--- src/rtl/temp_spi_reader.sv ---
// SPI master that periodically reads an LM70-family sensor and returns its top 8 bits.
// Optional build macro TEMP_SPI_AVG4_EN: output a signed 4-sample moving average.
module temp_spi_reader #(
  parameter int CLK_DIV       = 4,
  parameter int NBITS         = 8,
  parameter int SAMPLE_PERIOD = 1000
) (
  input  logic       clk,
  input  logic       rst_n,
  input  logic       ena,
  input  logic       start,
  input  logic       sio,
  output logic       cs_n,
  output logic       sck,
  output logic       busy,
  output logic [7:0] temp_data,
  output logic       temp_valid
);

  localparam logic [2:0] ST_IDLE     = 3'd0;
  localparam logic [2:0] ST_SETUP    = 3'd1;
  localparam logic [2:0] ST_SHIFT_HI = 3'd2;
  localparam logic [2:0] ST_SHIFT_LO = 3'd3;
  localparam logic [2:0] ST_DONE     = 3'd4;

  localparam int DW = (CLK_DIV > 1) ? $clog2(CLK_DIV) : 1;
  localparam int BW = $clog2(NBITS + 1);
  localparam int PW = $clog2(SAMPLE_PERIOD);
  localparam logic [DW-1:0] DIV_LAST  = DW'(CLK_DIV - 1);
  localparam logic [BW-1:0] BITS_ALL  = BW'(NBITS);
  localparam logic [PW-1:0] PER_LAST  = PW'(SAMPLE_PERIOD - 1);

  logic [2:0]       state_q, state_d;
  logic [DW-1:0]    div_q, div_d;
  logic [BW-1:0]    bit_q, bit_d;
  logic [NBITS-1:0] shift_q, shift_d, shift_in_s;
  logic [PW-1:0]    period_q, period_d;
  logic             cs_n_q, sck_q, busy_q, valid_q;
  logic [7:0]       data_q, raw_s, data_s;
  logic             done_s;

  generate
    if (NBITS == 1) begin : g_shift1
      assign shift_in_s = sio;
    end else begin : g_shiftn
      assign shift_in_s = {shift_q[NBITS-2:0], sio};
    end
    // Short frames are sign-extended; long frames keep only their 8 MSBs.
    if (NBITS >= 8) begin : g_raw_msb
      assign raw_s = shift_q[NBITS-1 -: 8];
    end else begin : g_raw_sext
      assign raw_s = {{(8 - NBITS){shift_q[NBITS-1]}}, shift_q};
    end
  endgenerate

  // Next-state logic for the frame sequencer and its counters.
  always_comb begin
    state_d  = state_q;
    div_d    = div_q;
    bit_d    = bit_q;
    shift_d  = shift_q;
    period_d = period_q;
    case (state_q)
      ST_IDLE: begin
        if (start || (ena && (period_q == PER_LAST))) begin
          state_d = ST_SETUP;
          div_d   = '0;
          bit_d   = '0;
          shift_d = '0;
        end else if (ena) begin
          period_d = period_q + PW'(1);
        end else begin
          period_d = period_q;
        end
      end
      ST_SETUP: begin
        if (div_q == DIV_LAST) begin
          state_d = ST_SHIFT_HI;
          div_d   = '0;
          shift_d = shift_in_s;
          bit_d   = bit_q + BW'(1);
        end else begin
          div_d = div_q + DW'(1);
        end
      end
      ST_SHIFT_HI: begin
        if (div_q == DIV_LAST) begin
          state_d = ST_SHIFT_LO;
          div_d   = '0;
        end else begin
          div_d = div_q + DW'(1);
        end
      end
      ST_SHIFT_LO: begin
        if (div_q != DIV_LAST) begin
          div_d = div_q + DW'(1);
        end else if (bit_q < BITS_ALL) begin
          state_d = ST_SHIFT_HI;
          div_d   = '0;
          shift_d = shift_in_s;
          bit_d   = bit_q + BW'(1);
        end else begin
          state_d  = ST_DONE;
          div_d    = '0;
          period_d = '0;
        end
      end
      ST_DONE: begin
        // The DONE cycle already counts toward the next automatic start.
        state_d  = ST_IDLE;
        period_d = ena ? PW'(1) : PW'(0);
      end
      default: begin
        state_d = ST_IDLE;
      end
    endcase
  end

  assign done_s = (state_d == ST_DONE);

`ifdef TEMP_SPI_AVG4_EN
  logic [7:0] h0_q, h1_q, h2_q;
  logic       filled_q;
  logic [9:0] sum_s;

  function automatic logic [9:0] sx10(input logic [7:0] v);
    return {{2{v[7]}}, v};
  endfunction

  // Sum of the new reading and the three previous ones; the first reading stands in for all four.
  always_comb begin
    if (filled_q) begin
      sum_s = sx10(raw_s) + sx10(h0_q) + sx10(h1_q) + sx10(h2_q);
    end else begin
      sum_s = sx10(raw_s) + sx10(raw_s) + sx10(raw_s) + sx10(raw_s);
    end
    data_s = 8'(sum_s >> 2);
  end

  // Reading history, newest in h0.
  always_ff @(posedge clk or negedge rst_n) begin
    if (!rst_n) begin
      h0_q     <= 8'h00;
      h1_q     <= 8'h00;
      h2_q     <= 8'h00;
      filled_q <= 1'b0;
    end else if (done_s) begin
      h0_q     <= raw_s;
      h1_q     <= filled_q ? h0_q : raw_s;
      h2_q     <= filled_q ? h1_q : raw_s;
      filled_q <= 1'b1;
    end else begin
      filled_q <= filled_q;
    end
  end
`else
  assign data_s = raw_s;
`endif

  // State, counters and registered pin/status outputs.
  always_ff @(posedge clk or negedge rst_n) begin
    if (!rst_n) begin
      state_q  <= ST_IDLE;
      div_q    <= '0;
      bit_q    <= '0;
      shift_q  <= '0;
      period_q <= '0;
      cs_n_q   <= 1'b1;
      sck_q    <= 1'b0;
      busy_q   <= 1'b0;
      valid_q  <= 1'b0;
      data_q   <= 8'h00;
    end else begin
      state_q  <= state_d;
      div_q    <= div_d;
      bit_q    <= bit_d;
      shift_q  <= shift_d;
      period_q <= period_d;
      cs_n_q   <= (state_d == ST_IDLE) || (state_d == ST_DONE);
      sck_q    <= (state_d == ST_SHIFT_HI);
      busy_q   <= (state_d != ST_IDLE);
      valid_q  <= done_s;
      data_q   <= done_s ? data_s : data_q;
    end
  end

  assign cs_n       = cs_n_q;
  assign sck        = sck_q;
  assign busy       = busy_q;
  assign temp_data  = data_q;
  assign temp_valid = valid_q;

endmodule

--- config.mk ---
export PLATFORM = sky130hd
export DESIGN_NAME = temp_spi_reader
export DESIGN_NICKNAME = d
export VERILOG_FILES = /design/src/rtl/temp_spi_reader.sv
export SDC_FILE = /design/constraint.sdc
export NUM_CORES = 1
export LEC_CHECK = 0
export BUFFER_PORTS_ARGS = -buffer_cell sky130_fd_sc_hd__buf_2
export CORE_ASPECT_RATIO = 1.5
export CORE_MARGIN = 5
export CORE_UTILIZATION = 52
export CTS_CLUSTER_DIAMETER = 100
export DETAILED_ROUTE_END_ITERATION = 10
export PLACE_DENSITY = 0.74
export SETUP_SLACK_MARGIN = 0.5
export SLEW_MARGIN = 10
export SYNTH_ARGS = -nofsm -noshare
export SYNTH_HDL_FRONTEND = slang
export SYNTH_SLANG_ARGS = --single-unit
export TNS_END_PERCENT = 100
--- constraint.sdc ---
create_clock -name clk -period 1.9 [get_ports clk]
set_input_delay 0 -clock clk [delete_from_list [all_inputs] [get_ports clk]]
set_output_delay 0 -clock clk [all_outputs]
set_load 0.02 [all_outputs]
==> impl_metrics.tcl <==
set metrics [dict create \
    outcome "finished clean" \
    grt_pass1_vias 1639 \
    ant_nets 0 \
    netlist_instances 175 \
    synth.cell_area_um2 1850 \
    vias_per_cell 5.78 \
    initial_core_util 0.542 \
    num_io_pins 17 \
    avgSynthCellArea_um2 10.6 \
    cts_buffers 5 \
    clk_root_buffer_cell "clkbuf_8" \
    crit_path_start_kind "register" \
    cts_sinks 39 \
    max_freq_ghz 0.619 \
    crit_arrival_ns 1.81 \
    ys_types 37 \
    grt_max_degree 40 \
    min_path_type "in -> reg" \
    drv_cap 0 \
    core_um2 3420 \
    clk_pin_slew_ns 0.08 \
    drc 0 \
    synth_compound_area_frac 0.141 \
    synth_top_family_by_area "simple AND/OR/NAND/NOR gates" \
    peakVddDrop_mv 0.790 \
    path_class "reg -> reg" \
    min_period_ns 1.62 \
    rsz0062_at_grt "true" \
    synthXorXnorAreaFrac 0.00945 \
    hold_viol 0 \
    dr_total_vias 1520 \
    critPathMaxFanout 8 \
    groute.usage.overall 0.202 \
    cp-end-kind "register" \
    grt_pass1_wl_mm 7.65 \
    synth_edf_count 0 \
    synth_flop_cell "dfrtp_1" \
    gp_congestion 0.825 \
    die_h_um 83.1 \
    critPathRequiredTime_ns 2.10 \
    ys_ff_latch 39 \
    num_antenna_cells 0 \
    synth.area.mux_share 0.0668 \
    areaGrowthSynthToFinish_pct 29.2 \
    pwr_density_cell_nw_per_um2 1270 \
    power.leakage_nw 1.10 \
    final_net_count 228 \
    synth_top_area_share 0.513 \
    yosys.area_share.simple 0.188 \
    grt_overflow_total 0 \
    syn_nets 183 \
    clkLatencyLatePin_ns 0.29 \
    clockBufferDepth 2 \
    h-tree-depth 2 \
    max-slew-margin-rel 0.428 \
    rows 26 \
    antenna_found_initial 0 \
    worstMarginPinSlew_ns 0.857 \
    io_buffers 16 \
    finClkSkew_ns 0.0109 \
    post-route-period-util 0.850 \
    final_util 0.701 \
    place_hpwl_mm 2.60 \
    drive_above_1_share 0.389 \
    setup_viol_count_final 0 \
    wl_per_cell_um 17.0 \
    die-area_um2 4880 \
    wl_mm 4.46 \
    async_reset_ff_frac 1.00 \
    slew_violations 0 \
    synthTopCellsByArea "dfrtp_1 51%, o21ai_0 5.9%, mux2_2 4.9%" \
    yosysWarnings 0 \
    yosysSeqAreaShare 0.527 \
    synthAdderAreaFrac 0.0203 \
    cts_tree "done" \
    synth_top_area_cell "dfrtp_1" \
    ys_top_cells_by_count "38 x dfrtp_1, 22 x o21ai_0, 16 x nand3_1" \
    die_w_um 58.7 \
    tns_ns 0 \
    drt_iter0_markers 47 \
    dr.pass1.iters 4 \
    post-synth-top-count-cell "dfrtp_1" \
]
where the power goes:
| part | internal [mW] | total [mW] | switching, mW |
|---|---|---|---|
| combinational | 0.579 | 1.27 | 0.686 |
| clock | 0.261 | 0.535 | 0.274 |
| sequential | 1.07 | 1.25 | 0.182 |
| total | 1.91 | 3.05 | 1.14 |
area by class of cell:
type / count / area [um2]
multi-input cells: 117 / 903
inverters: 11 / 41.3
clock buffers: 8 / 80.1
repair buffers: 46 / 337
well taps: 42 / 52.6
flip-flops and latches: 39 / 980
fillers: 241 / 1020
critical path: stages, from the launching register on:
cell,delay [ns]
dfrtp_1,0.39
and4bb_1,0.24
a41oi_4,0.28
o22ai_2,0.13
or2_4,0.30
o31ai_2,0.19
cells by family (layout without fill, tap and decap cells):
logic type               Yosys count  in the layout
AO/OA/AOI/OAI                     41             41
XOR/XNOR                           2              2
adder cells (fa/ha/maj)            3              3
buffers and inverters             19             65
flip-flops                        39             39
multiplexers                      11             11
AND/OR/NAND/NOR                   60             60
sequential cells by signal, indices dropped and copies added, names as in the netlist:
register,flops
busy,1
sck,1
period_q,10
bit_q,4
temp_data,8
temp_valid,1
cs_n,1
data_s,8
div_q,2
state_q,3
per-stage QoR:
step | setup WS (ns) | cells | total power, mW | cell area, um2 | hold slack (ns)
finish | 0.285 | 263 | 3.05 | 2390 | 0.275
global route | 0.229 | 263 | 3.25 | 2390 | 0.273
CTS | 0.304 | 261 | 2.99 | 2360 | 0.172
detailed placement | 0.139 | 233 | 2.13 | 2000 | 0.159
global placement | 0.215 | 233 | 2.08 | 2000 | 0.139
floorplan | 0.220 | 175 | 1.87 | 1870 | -0.296
routing by layer:
| metal | part of all wire | routed length, um | vias to the layer above | track usage |
|---|---|---|---|---|
| li1 | - | - | 701 | - |
| met1 | 0.39 | 1720 | 750 | 0.223 |
| met2 | 0.53 | 2350 | 51 | 0.340 |
| met3 | 0.042 | 188 | 18 | 0.0590 |
| met4 | 0.044 | 198 | 0 | 0.0990 |
| met5 | 0 | 0 | - | 0 |
layout by cell type, fill, tap and decap left out, types with 2 or more instances in the layout:
| cell type | netlist | layout |
|---|---|---|
| mux2_4 | 0 | 5 |
| nand3_1 | 16 | 14 |
| nand3_2 | 0 | 2 |
| dlygate4sd3_1 | 0 | 2 |
| a21oi_1 | 5 | 5 |
| o21ai_0 | 22 | 13 |
| o21ai_2 | 1 | 4 |
| a31oi_1 | 2 | 2 |
| or2_4 | 0 | 2 |
| xor2_1 | 2 | 2 |
| inv_1 | 11 | 11 |
| o21ai_1 | 1 | 7 |
| dfrtp_2 | 0 | 2 |
| o31ai_1 | 8 | 2 |
| buf_2 | 4 | 16 |
| clkbuf_1 | 1 | 3 |
| buf_6 | 1 | 7 |
| clkbuf_8 | 0 | 5 |
| nor2b_1 | 8 | 7 |
| mux2i_1 | 2 | 2 |
| mux2_2 | 8 | 3 |
| dfrtp_1 | 38 | 36 |
| nand2_1 | 9 | 9 |
| and3_1 | 4 | 4 |
| nor2_1 | 9 | 8 |
| o31ai_2 | 0 | 6 |
| nand2b_1 | 3 | 3 |
| buf_4 | 1 | 21 |
final timing paths:
| kind | startpoint | to | slack, ns | cells after the start |
|---|---|---|---|---|
| worst min register to register | temp_data[7] | temp_data[7] | 0.50 | 1 |
| max in group asynchronous | rst_n | state_q[0] | 0.95 | 2 |
| worst max register to register | period_q[9] | period_q[6] | 0.28 | 5 |
| min in group asynchronous | rst_n | period_q[3] | 0.35 | 2 |
| worst min-delay path | start | busy | 0.28 | 4 |
| worst max-delay path | period_q[9] | period_q[6] | 0.28 | 5 |
repair_timing:
item | in CTS | in global routing
gates resized for setup | 40 | 7
hold buffers | 2 | 0
pin swaps | 4 | 1
setup endpoints to repair | 35 | 33
setup buffers | 15 | 2
endpoints found under the hold margin | 39 | 0
gates cloned | 3 | 0
No activity file was read; power rests on OpenSTA's default activity.
